File: config.mk
export PLATFORM = sky130hd
export DESIGN_NAME = vga_frame_capture
export DESIGN_NICKNAME = d
export VERILOG_FILES = /design/src/rtl/vga_frame_capture.sv
export SDC_FILE = /design/constraint.sdc
export NUM_CORES = 1
export LEC_CHECK = 0
export CORE_MARGIN = 1.5
export CORE_UTILIZATION = 30
export CTS_BUF_LIST = sky130_fd_sc_hd__clkbuf_8 sky130_fd_sc_hd__clkbuf_16
export DETAILED_ROUTE_END_ITERATION = 8
export SKIP_CTS_REPAIR_TIMING = 1
export SLEW_MARGIN = 5
export SYNTH_ARGS = -nofsm -noshare
export SYNTH_HDL_FRONTEND = slang
export SYNTH_SLANG_ARGS = --single-unit
File: constraint.sdc
create_clock -name clk -period 3.46 [get_ports clk]
set_clock_uncertainty 0.2 [all_clocks]
set_input_delay 0.865 -clock clk [delete_from_list [all_inputs] [get_ports clk]]
set_output_delay 0.865 -clock clk [all_outputs]
set_load 0.1 [all_outputs]
File: src/rtl/vga_frame_capture.sv
// vga_frame_capture: recovers raster position from VGA sync edges
// and writes one complete visible frame into a frame-buffer port.
module vga_frame_capture #(
  parameter int H_ACTIVE = 640,
  parameter int H_START  = 144,
  parameter int H_TOTAL  = 800,
  parameter int V_ACTIVE = 480,
  parameter int V_START  = 35,
  parameter int ADDR_W   = 19
) (
  input  logic              clk,
  input  logic              rst,
  input  logic              pix_en,
  input  logic              h_sync,
  input  logic              v_sync,
  input  logic [7:0]        rgb,
  input  logic              start,
  output logic              wr_en,
  output logic [ADDR_W-1:0] wr_addr,
  output logic [7:0]        wr_data,
  output logic              busy,
  output logic              frame_done,
  output logic              sync_err
);

  localparam logic [10:0] HS0 = 11'(H_START);
  localparam logic [10:0] HE  = 11'(H_START + H_ACTIVE);
  localparam logic [10:0] HL  = 11'(H_TOTAL - 1);
  localparam logic [9:0]  VS0 = 10'(V_START);
  localparam logic [9:0]  VE  = 10'(V_START + V_ACTIVE);
  localparam logic [ADDR_W-1:0] LAST =
    ADDR_W'(H_ACTIVE * V_ACTIVE - 1);

  typedef enum logic [1:0] {
    IDLE, ARMED, CAPTURE, DONE
  } state_t;

  state_t      state, state_n;
  logic        prev_hs, prev_vs;
  logic [10:0] h_cnt, h_nxt;
  logic [9:0]  v_cnt, v_nxt;
  logic        hs_fall, vs_fall;
  logic        vis, last_wr, wr_en_n;

  assign hs_fall = pix_en & prev_hs & ~h_sync;
  assign vs_fall = pix_en & prev_vs & ~v_sync;
  assign last_wr = wr_en && (wr_addr == LAST);

  // raster counters as they will be after this sample
  always_comb begin
    h_nxt = h_cnt;
    v_nxt = v_cnt;
    if (pix_en) begin
      if (hs_fall)
        h_nxt = '0;
      else if (h_cnt != 11'h7ff)
        h_nxt = h_cnt + 11'd1;
      if (vs_fall)
        v_nxt = '0;
      else if (hs_fall && v_cnt != 10'h3ff)
        v_nxt = v_cnt + 10'd1;
    end
  end

  // visibility of the current pixel and its write request
  always_comb begin
    vis = (h_nxt >= HS0) && (h_nxt < HE)
       && (v_nxt >= VS0) && (v_nxt < VE);
    wr_en_n = (state == CAPTURE) && pix_en
           && vis && !last_wr;
  end

  // state register
  always_ff @(posedge clk) begin
    if (rst) state <= IDLE;
    else     state <= state_n;
  end

  // next state and status outputs
  always_comb begin
    state_n    = state;
    busy       = 1'b0;
    frame_done = 1'b0;
    unique case (state)
      IDLE: if (start) state_n = ARMED;
      ARMED: begin
        busy = 1'b1;
        if (vs_fall) state_n = CAPTURE;
      end
      CAPTURE: begin
        busy = 1'b1;
        if (last_wr) state_n = DONE;
      end
      DONE: begin
        frame_done = 1'b1;
        state_n    = IDLE;
      end
      default: state_n = IDLE;
    endcase
  end

  // sync sampling, counters, write port and error flag
  always_ff @(posedge clk) begin
    if (rst) begin
      prev_hs  <= 1'b1;
      prev_vs  <= 1'b1;
      h_cnt    <= '0;
      v_cnt    <= '0;
      wr_en    <= 1'b0;
      wr_addr  <= '0;
      wr_data  <= '0;
      sync_err <= 1'b0;
    end else begin
      if (pix_en) begin
        prev_hs <= h_sync;
        prev_vs <= v_sync;
        h_cnt   <= h_nxt;
        v_cnt   <= v_nxt;
      end
      wr_en <= wr_en_n;
      if (wr_en_n) wr_data <= rgb;
      if (state == ARMED && vs_fall)
        wr_addr <= '0;
      else if (state == CAPTURE) begin
        if (last_wr || vs_fall)
          wr_addr <= '0;
        else if (wr_en)
          wr_addr <= wr_addr + 1'b1;
      end
      if (state == IDLE && start)
        sync_err <= 1'b0;
      else if (state == CAPTURE && hs_fall && h_cnt != HL)
        sync_err <= 1'b1;
    end
  end

endmodule

==> impl_metrics.tcl, run 1 <==
set metrics [dict create \
    outcome "complete, no violations" \
    busiest_layer "met2" \
    root_buffer "clkbuf_8" \
    synth_cell_types 58 \
    hold_violations 0 \
    p_leak_nw 1.41 \
    antenna_found_initial 0 \
    track_usage_pct 13.0 \
    synth_top_area_share_pct 38.5 \
    clk_pin_slew_worst_paths_ns 0.11 \
    die_h_microns 99.7 \
    synthesis.nets 341 \
    peakVddDrop_mv 0.362 \
    slew_viol_final 0 \
    worstPathMaxFanout 4 \
    grt_overflow 0 \
    hpwlAfterDp_mm 4.74 \
    firstDrtPassIters 4 \
    clock_latency_ns 0.31 \
    grt_max_degree 20 \
    synth_area_leader_cell "dfxtp_1" \
    grt_pass1_vias 2297 \
    route.detailed.wl_per_inst_microns 13.0 \
    crit_type "flip-flop to flip-flop" \
    core_area_sq_um 9150 \
    synthTopCellsByArea "dfxtp_1 39%, xor2_1 5.9%, nor2_1 5.6%" \
    ys_seq_elements 54 \
    yosysMostFrequentCell "dfxtp_1" \
    slowest_stage "dfxtp_1" \
    totalWireLength_mm 6.48 \
    dieWidth_microns 99.7 \
    syn_area_sq_um 2810 \
    place.gp.congestion 0.817 \
    setup_viol 0 \
    drive_above_1_share_pct 20.2 \
    cts_tree "built" \
    syn_area_per_cell_sq_um 8.79 \
    holdWs_ns 0.285 \
    rsz0062_at_grt "no" \
    critPathRequiredTime_ns 3.51 \
    synth_edf_count 0 \
    cts_sinks 54 \
    synth_seq_area_share_pct 38.5 \
    period_share_pct 90.2 \
    grt_pass1_wl_mm 10.7 \
    drc 0 \
    start_util_pct 30.6 \
    tightest_slew_ns 0.531 \
    ios 45 \
    fmax_mhz 321 \
    diodes 0 \
    die_area_sq_um 9940 \
    via_per_inst 5.00 \
    pre_cts_ws_ns -0.275 \
    cp_slowest_stage_delay_ns 0.40 \
    slew-limit-headroom_pct 64.5 \
    drv_cap 0 \
    antenna_left 0 \
    met1_usage_pct 17.3 \
    setup_tns_ns 0 \
    post-route-util_pct 39.2 \
    cp.arrival_ns 3.17 \
    rows 35 \
    synthArstFlopShare_pct 0 \
    endpoint_kind "flip-flop" \
    synthFlopType "dfxtp_1" \
    worst_setup_path_start_kind "flip-flop" \
    synth_commonest_cells "54 x dfxtp_1, 42 x nor2_1, 20 x nand2b_1" \
    area_growth_pct 27.8 \
    gr-usage-met2_pct 21.1 \
    use_met3_pct 2.88 \
    drt_first_iter_violations 98 \
    power.density_nw_per_um2 372 \
    hold_class "flip-flop to flip-flop" \
    crit_chain "ha_1 > nand3_1 > nor2_2 > and4_1 > xor2_1 > o31ai_1 > nand4b_1 > a2111oi_4 > buf_4 > clkbuf_16 > mux2i_1" \
    ys_warn_count 0 \
    synthCells 319 \
    fill_cells 941 \
    final_net_count 408 \
    clockBufferDepth 2 \
    h-tree-depth 2 \
    numCtsBuffers 5 \
    worst_slack_ns 0.340 \
    layout_min_cycle_time_ns 3.12 \
    numPortBuffers 44 \
    via_count 2491 \
]
-- through the flow --
step                power [mW]  instance area, sq um  cells
floorplan                0.906                  2810    319
global placement         0.972                  3430    486
detailed placement       0.977                  3430    486
CTS                       1.36                  3520    494
global route              1.40                  3580    498
finish                    1.33                  3580    498
-- logic make-up (layout without fill, tap and decap cells) --
group           count (synthesis)  after routing  share of synthesized area [%]
xor+xnor                       26             26                           8.12
buf+inv                        17             85                           2.85
compound gates                 47             47                           13.1
fa+ha+maj                       8              8                           3.57
mux                             9              9                           3.21
simple gates                  158            158                           30.6
flops                          54             54                           38.5
-- placed cells by master (no fill, tap or decap), types with 2 or more instances in the layout --
master / netlist / routed
nor3_2: 1 / 2
and4_1: 5 / 5
a21oi_1: 13 / 13
nand3b_1: 2 / 2
a211o_1: 2 / 2
o21a_1: 2 / 2
nor3_1: 10 / 9
nand3_1: 13 / 13
and3_1: 8 / 8
o21ai_0: 5 / 5
mux2i_1: 9 / 9
nor2_1: 42 / 41
inv_1: 7 / 7
ha_1: 8 / 8
and3b_1: 3 / 2
xnor2_1: 7 / 7
clkbuf_8: 0 / 5
clkdlybuf4s50_1: 0 / 11
nand4_1: 11 / 11
o2111ai_1: 3 / 3
nand2_1: 19 / 19
xor2_1: 19 / 19
buf_4: 2 / 55
a211oi_1: 2 / 2
dfxtp_1: 54 / 54
and2_1: 2 / 2
or3_1: 3 / 3
o31ai_1: 2 / 2
dlymetal6s2s_1: 0 / 2
nand2b_1: 20 / 20
clkinvlp_4: 0 / 2
a31oi_1: 3 / 3
nor2b_1: 8 / 8
-- per-layer routing --
metal | part of all wire (%) | wire length (microns)
met3 | 4.1 | 264
met1 | 48 | 3100
met2 | 47 | 3060
met4 | 0.91 | 59
met5 | 0 | 0
-- path summary, 6_finish.rpt --
check	startpoint	slack, ns	to	cells after the start
max	v_cnt[0]	0.34	wr_data[5]	11
min	wr_data[0]	0.28	wr_data[0]	2
max reg2reg	v_cnt[0]	0.34	wr_data[5]	11
min reg2reg	wr_data[0]	0.28	wr_data[0]	2
-- cell type report --
| cell class | instances | area, sq um | share of cell area (%) |
|---|---|---|---|
| Timing Repair Buffer | 70 | 593 | 16.5 |
| Inverter | 7 | 26.3 | 0.733 |
| Sequential cell | 54 | 1080 | 30.2 |
| Tap cell | 111 | 139 | 3.87 |
| Clock inverter | 3 | 23.8 | 0.663 |
| Multi-Input combinational cell | 248 | 1650 | 46.1 |
| Clock buffer | 5 | 68.8 | 1.92 |
-- critical path: cells and delay by family (launching register included) --
kind	cells	cell delay, ns
and+or+nand+nor	4	0.91
AOI/OAI and AO/OA	2	0.68
muxes	1	0.16
buffers and inverters	2	0.33
xor gates and xnor gates	1	0.09
adders and majority gates	1	0.26
DFF	1	0.40
-- report_power, final --
part	internal (mW)	leakage, nW	switching (mW)
logic	0.103	0.931	0.205
registers	0.638	0.436	0.0152
clock network	0.145	0.0408	0.225
-- state kept, by name, indices dropped and copies added (netlist names) --
register / flops
wr_en: 1
v_cnt: 10
sync_err: 1
prev_vs: 1
prev_hs: 1
wr_data: 8
wr_addr: 19
state: 2
h_cnt: 11
No activity file was read; power rests on OpenSTA's default activity.
==> run 2, diff against run 1 <==
--- a/config.mk
+++ b/config.mk
@@ -7,7 +7,7 @@
 export LEC_CHECK = 0
 export CORE_MARGIN = 1.5
 export CORE_UTILIZATION = 30
-export CTS_BUF_LIST = sky130_fd_sc_hd__clkbuf_8 sky130_fd_sc_hd__clkbuf_16
+export CTS_BUF_LIST = sky130_fd_sc_hd__clkbuf_2 sky130_fd_sc_hd__clkbuf_4 sky130_fd_sc_hd__clkbuf_8
 export DETAILED_ROUTE_END_ITERATION = 8
 export SKIP_CTS_REPAIR_TIMING = 1
 export SLEW_MARGIN = 5
==> constraint.sdc (replaced) <==
create_clock -name clk -period 4.1 [get_ports clk]
set_clock_uncertainty 0.2 [all_clocks]
set_input_delay 1.025 -clock clk [delete_from_list [all_inputs] [get_ports clk]]
set_output_delay 1.025 -clock clk [all_outputs]
set_load 0.1 [all_outputs]
==> run 2 against run 1 <==
Sequential power shrank 16%; sequential share of layout area up 0.81 points; global-route usage down 0.21 points; sequential cell count unchanged; clock power hardly changed; die area is the same; clock-buffer cell count did not move; wire length decreased by 5.5%; critical path depth down 1; setup slack better by 0.16 ns; core utilization is 1.0 points lower; final area fell by 2.6%; highest routed layer unchanged.
==> impl_metrics.tcl, run 2 (synthesis results as in run 1) <==
set metrics [dict create \
    clock_latency_ns 0.31 \
    root_buffer "clkbuf_8" \
    grt_overflow 0 \
    cts_sinks 54 \
    p_leak_nw 1.25 \
    reg_top3 "wr_addr (19), h_cnt (11), v_cnt (10)" \
    crit_type "input port to flip-flop" \
    cp_slowest_stage_delay_ns 0.51 \
    grt_pass1_vias 2230 \
    h-tree-depth 2 \
    drc 0 \
    dieWidth_microns 99.7 \
    hold_class "flip-flop to flip-flop" \
    setup_viol 0 \
    hold_violations 0 \
    power.density_nw_per_um2 337 \
    via_count 2404 \
    gr-usage-met2_pct 20.0 \
    crit_chain "clkdlybuf4s50_1 > and3b_1 > o31ai_4 > or3_4 > o2111ai_2 > nand2b_1 > a22o_1 > a2111oi_4 > buf_4 > mux2i_1" \
    fmax_mhz 278 \
    slew_viol_final 0 \
    period_share_pct 87.7 \
    use_met3_pct 3.02 \
    worst_setup_path_start_kind "input port" \
    numCtsBuffers 5 \
    numPortBuffers 44 \
    clk_pin_slew_worst_paths_ns 0.10 \
    layout_common_cells "54 x dfxtp_1, 42 x nor2_1, 42 x clkdlybuf4s50_1, 20 x nand2b_1" \
    critPathRequiredTime_ns 4.14 \
    drive_above_1_share_pct 7.34 \
    via_per_inst 5.02 \
    grt_pass1_wl_mm 10.5 \
    final_common_cell "dfxtp_1" \
    met1_usage_pct 17.3 \
    antenna_found_initial 0 \
    regMostFlops "wr_addr" \
    outcome "complete, no violations" \
    hold_start "wr_data[7]" \
    ios 45 \
    reg2reg_from "v_cnt[0]" \
    largest_reg_flops 19 \
    totalWireLength_mm 6.12 \
    setup_tns_ns 0 \
    hpwlAfterDp_mm 4.56 \
    cts_tree "built" \
    firstDrtPassIters 4 \
    layout_min_cycle_time_ns 3.60 \
    place.gp.congestion 0.830 \
    diodes 0 \
    cp.arrival_ns 3.64 \
    rsz0062_at_grt "no" \
    slew-limit-headroom_pct 33.7 \
    die_h_microns 99.7 \
    start_util_pct 30.6 \
    tightest_slew_ns 0.991 \
    rows 35 \
    slowest_stage "clkdlybuf4s50_1" \
    track_usage_pct 12.8 \
    busiest_layer "met2" \
    drt_first_iter_violations 100 \
    peakVddDrop_mv 0.234 \
    route.detailed.wl_per_inst_microns 12.8 \
    area_growth_pct 24.4 \
    drv_cap 0 \
    die_area_sq_um 9940 \
    antenna_left 0 \
    core_area_sq_um 9150 \
    clockBufferDepth 2 \
    worstPathMaxFanout 9 \
    endpoint_kind "flip-flop" \
    post-route-util_pct 38.1 \
    final_net_count 389 \
    setup.worst_path.start "pix_en" \
    grt_max_degree 20 \
]
-- run 2: cell types whose count changed in the layout (fill, tap and decap cells not counted), sizes merged --
cell and change:
dlymetal6s2s -2, bufinv +1, clkinvlp -2, clkinv +1
clkbuf -1, buf -47, clkdlybuf4s50 +31
-- run 2: report_power, final --
group | internal (mW) | switching, mW | total [mW]
clock network | 0.183 | 0.187 | 0.370
registers | 0.539 | 0.0132 | 0.552
logic | 0.0832 | 0.171 | 0.254
total | 0.805 | 0.371 | 1.18
-- run 2: cell type report --
class | count | area, sq um
Clock buffer | 5 | 68.8
Clock inverter | 3 | 43.8
Fill cell | 931 | 5660
Inverter | 7 | 26.3
Multi-Input combinational cell | 248 | 1640
Sequential cell | 54 | 1080
Tap cell | 111 | 139
Timing Repair Buffer | 51 | 488
-- run 2: worst max-delay path, delay by kind of cell --
kind,cells,cell delay (ns)
and+or+nand+nor,3,0.85
AOI/OAI and AO/OA,4,0.79
buffers and inverters,2,0.76
muxes,1,0.21
-- run 2: routing by layer --
| metal | vias up | part of all wire, % |
|---|---|---|
| met5 | - | 0 |
| met4 | 0 | 1.5 |
| met3 | 7 | 5.5 |
| met2 | 53 | 45 |
| met1 | 1115 | 48 |
| li1 | 1229 | - |
-- run 2: stage by stage --
step	total power, mW	cells	area, sq um	hold WS, ns	worst slack (ns)
global route	1.23	479	3490	0.313	0.307
CTS	1.19	479	3490	0.289	0.505
finish	1.18	479	3490	0.285	0.504
detailed placement	0.821	471	3380	0.272	0.170
global placement	0.817	471	3380	0.264	0.249
floorplan	0.765	319	2810	0.271	0.676
-- run 2: path summary, 6_finish.rpt --
check | endpoint | slack, ns | cells past startpoint
max | wr_data[1] | 0.50 | 10
max reg2reg | wr_data[1] | 1.00 | 10
min reg2reg | wr_data[7] | 0.28 | 2
min | wr_data[7] | 0.28 | 2
==> run 3, diff against run 2 <==
--- a/config.mk
+++ b/config.mk
@@ -5,7 +5,7 @@
 export SDC_FILE = /design/constraint.sdc
 export NUM_CORES = 1
 export LEC_CHECK = 0
-export CORE_MARGIN = 1.5
+export CORE_MARGIN = 2
 export CORE_UTILIZATION = 30
 export CTS_BUF_LIST = sky130_fd_sc_hd__clkbuf_2 sky130_fd_sc_hd__clkbuf_4 sky130_fd_sc_hd__clkbuf_8
 export DETAILED_ROUTE_END_ITERATION = 8
==> run 3 against run 2 <==
Global-route usage shrank 0.059 points; maximum frequency up 1.6%; sequential cell count is the same; setup slack better by 0.055 ns; critical endpoint is now wr_data[3]; combinational power hardly changed.
==> impl_metrics.tcl, run 3 (synthesis results as in run 1) <==
set metrics [dict create \
    final_net_count 389 \
    area_growth_pct 24.8 \
    layout_min_cycle_time_ns 3.54 \
    reg2reg_depth 10 \
    numPortBuffers 44 \
    design_area_sq_um 3500 \
    via_count 2408 \
    clockBufferDepth 2 \
    r2r_slack_ns 1.05 \
    whs_endpoint "wr_data[4]" \
    rsz0062_at_grt "no" \
    reg2reg_from "v_cnt[0]" \
    hold_violations 0 \
    cts_tree "built" \
    ios 45 \
    critPathRequiredTime_ns 4.14 \
    place.gp.congestion 0.853 \
    worst_slack_ns 0.559 \
    numCtsBuffers 5 \
    crit_type "input port to flip-flop" \
    slew-limit-headroom_pct 34.0 \
    totalWireLength_mm 6.07 \
    regToRegEndpoint "wr_data[3]" \
    dieWidth_microns 101 \
    via_per_inst 5.03 \
    slew_viol_final 0 \
    setup_tns_ns 0 \
    drt_first_iter_violations 109 \
    die_h_microns 101 \
    cp.arrival_ns 3.58 \
    power.density_nw_per_um2 339 \
    cts_sinks 54 \
    drc 0 \
    clock_latency_ns 0.31 \
    period_share_pct 86.4 \
    endpoint_kind "flip-flop" \
    worstPathMaxFanout 9 \
    pre_cts_ws_ns 0.220 \
    largest_reg_flops 19 \
    regMostFlops "wr_addr" \
    grt_overflow 0 \
    grt_pass1_wl_mm 10.6 \
    rows 35 \
    clk_pin_slew_worst_paths_ns 0.10 \
    diodes 0 \
    grt_max_degree 20 \
    p_leak_nw 1.25 \
    fmax_mhz 282 \
    core_area_sq_um 9150 \
    use_met3_pct 2.98 \
    p_sw_uw 363 \
    finalNonFillerCells 479 \
    track_usage_pct 12.7 \
    hpwlAfterDp_mm 4.58 \
    comb_power_share_pct 21.6 \
    route.detailed.wl_per_inst_microns 12.7 \
    antenna_found_initial 0 \
    internal_power_uw 823 \
    worst_setup_path_start_kind "input port" \
    drv_cap 0 \
    antenna_left 0 \
    reg_top3 "wr_addr (19), h_cnt (11), v_cnt (10)" \
    gr-usage-met2_pct 20.9 \
    tightest_slew_ns 0.987 \
    die_area_sq_um 10100 \
    grt_pass1_vias 2337 \
    setup.worst_path.start "pix_en" \
    start_util_pct 30.6 \
    fill_cells 902 \
    outcome "complete, no violations" \
    peakVddDrop_mv 0.250 \
    hold_class "flip-flop to flip-flop" \
    final_common_cell "dfxtp_1" \
    hold_start "wr_data[4]" \
    switching_share_pct 30.6 \
    hold_depth 2 \
    root_buffer "clkbuf_8" \
    clock_power_share_pct 31.9 \
    busiest_layer "met2" \
    dp.cells 471 \
    placed_cell_area_sq_um 3380 \
    layout_common_cells "54 x dfxtp_1, 42 x nor2_1, 42 x clkdlybuf4s50_1, 20 x nand2b_1" \
    pwr-share-seq_pct 46.5 \
    post-route-util_pct 38.2 \
    setup_viol 0 \
    firstDrtPassIters 4 \
    met1_usage_pct 15.7 \
    drive_above_1_share_pct 7.34 \
    h-tree-depth 2 \
]
run 3: how the worst max path moves through the flow:
stage | endpoint | depth (start not counted) | slack, ns
after global placement | wr_data[3] | 10 | 0.28
final | wr_data[3] | 10 | 0.56
after floorplan | wr_data[0] | 10 | 0.68
after global routing | wr_data[7] | 10 | 0.38
after detailed placement | wr_data[3] | 10 | 0.22
after CTS | wr_data[3] | 10 | 0.55
run 3: cell type report:
| cell class | count | area, sq um | area share (%) |
|---|---|---|---|
| clock inverters | 2 | 38.8 | 1.11 |
| flip-flops and latches | 54 | 1080 | 30.9 |
| well taps | 111 | 139 | 3.97 |
| clock buffers | 6 | 82.6 | 2.36 |
| repair buffers | 51 | 488 | 13.9 |
| inverters | 7 | 26.3 | 0.751 |
| multi-input cells | 248 | 1640 | 47.0 |
run 3: layer usage:
layer	wire [microns]	share of wire [%]
met1	2880	48
met2	2760	46
met3	298	4.9
met4	121	2.0
met5	0	0
run 3: metrics by stage:
step | power (mW) | hold slack, ns
6_report | 1.19 | 0.279
5_1_grt | 1.24 | 0.312
4_1_cts | 1.21 | 0.288
3_5_place_dp | 0.822 | 0.269
3_3_place_gp | 0.817 | 0.262
2_1_floorplan | 0.765 | 0.271
run 3: critical path: stages:
cell             delay [ns]
clkdlybuf4s50_1        0.52
and3b_1                0.34
o31ai_4                0.15
or3_4                  0.40
o2111ai_2              0.08
nand2b_1               0.08
a22o_1                 0.21
a2111oi_4              0.34
buf_4                  0.25
mux2i_1                0.20
run 3: power groups by stage:
stage	clock [mW]	combinational, mW	sequential [mW]
after global placement	0	0.254	0.563
after CTS	0.396	0.259	0.552
after global routing	0.409	0.278	0.555
final	0.379	0.256	0.551
after detailed placement	0	0.258	0.564
after floorplan	0	0.195	0.570
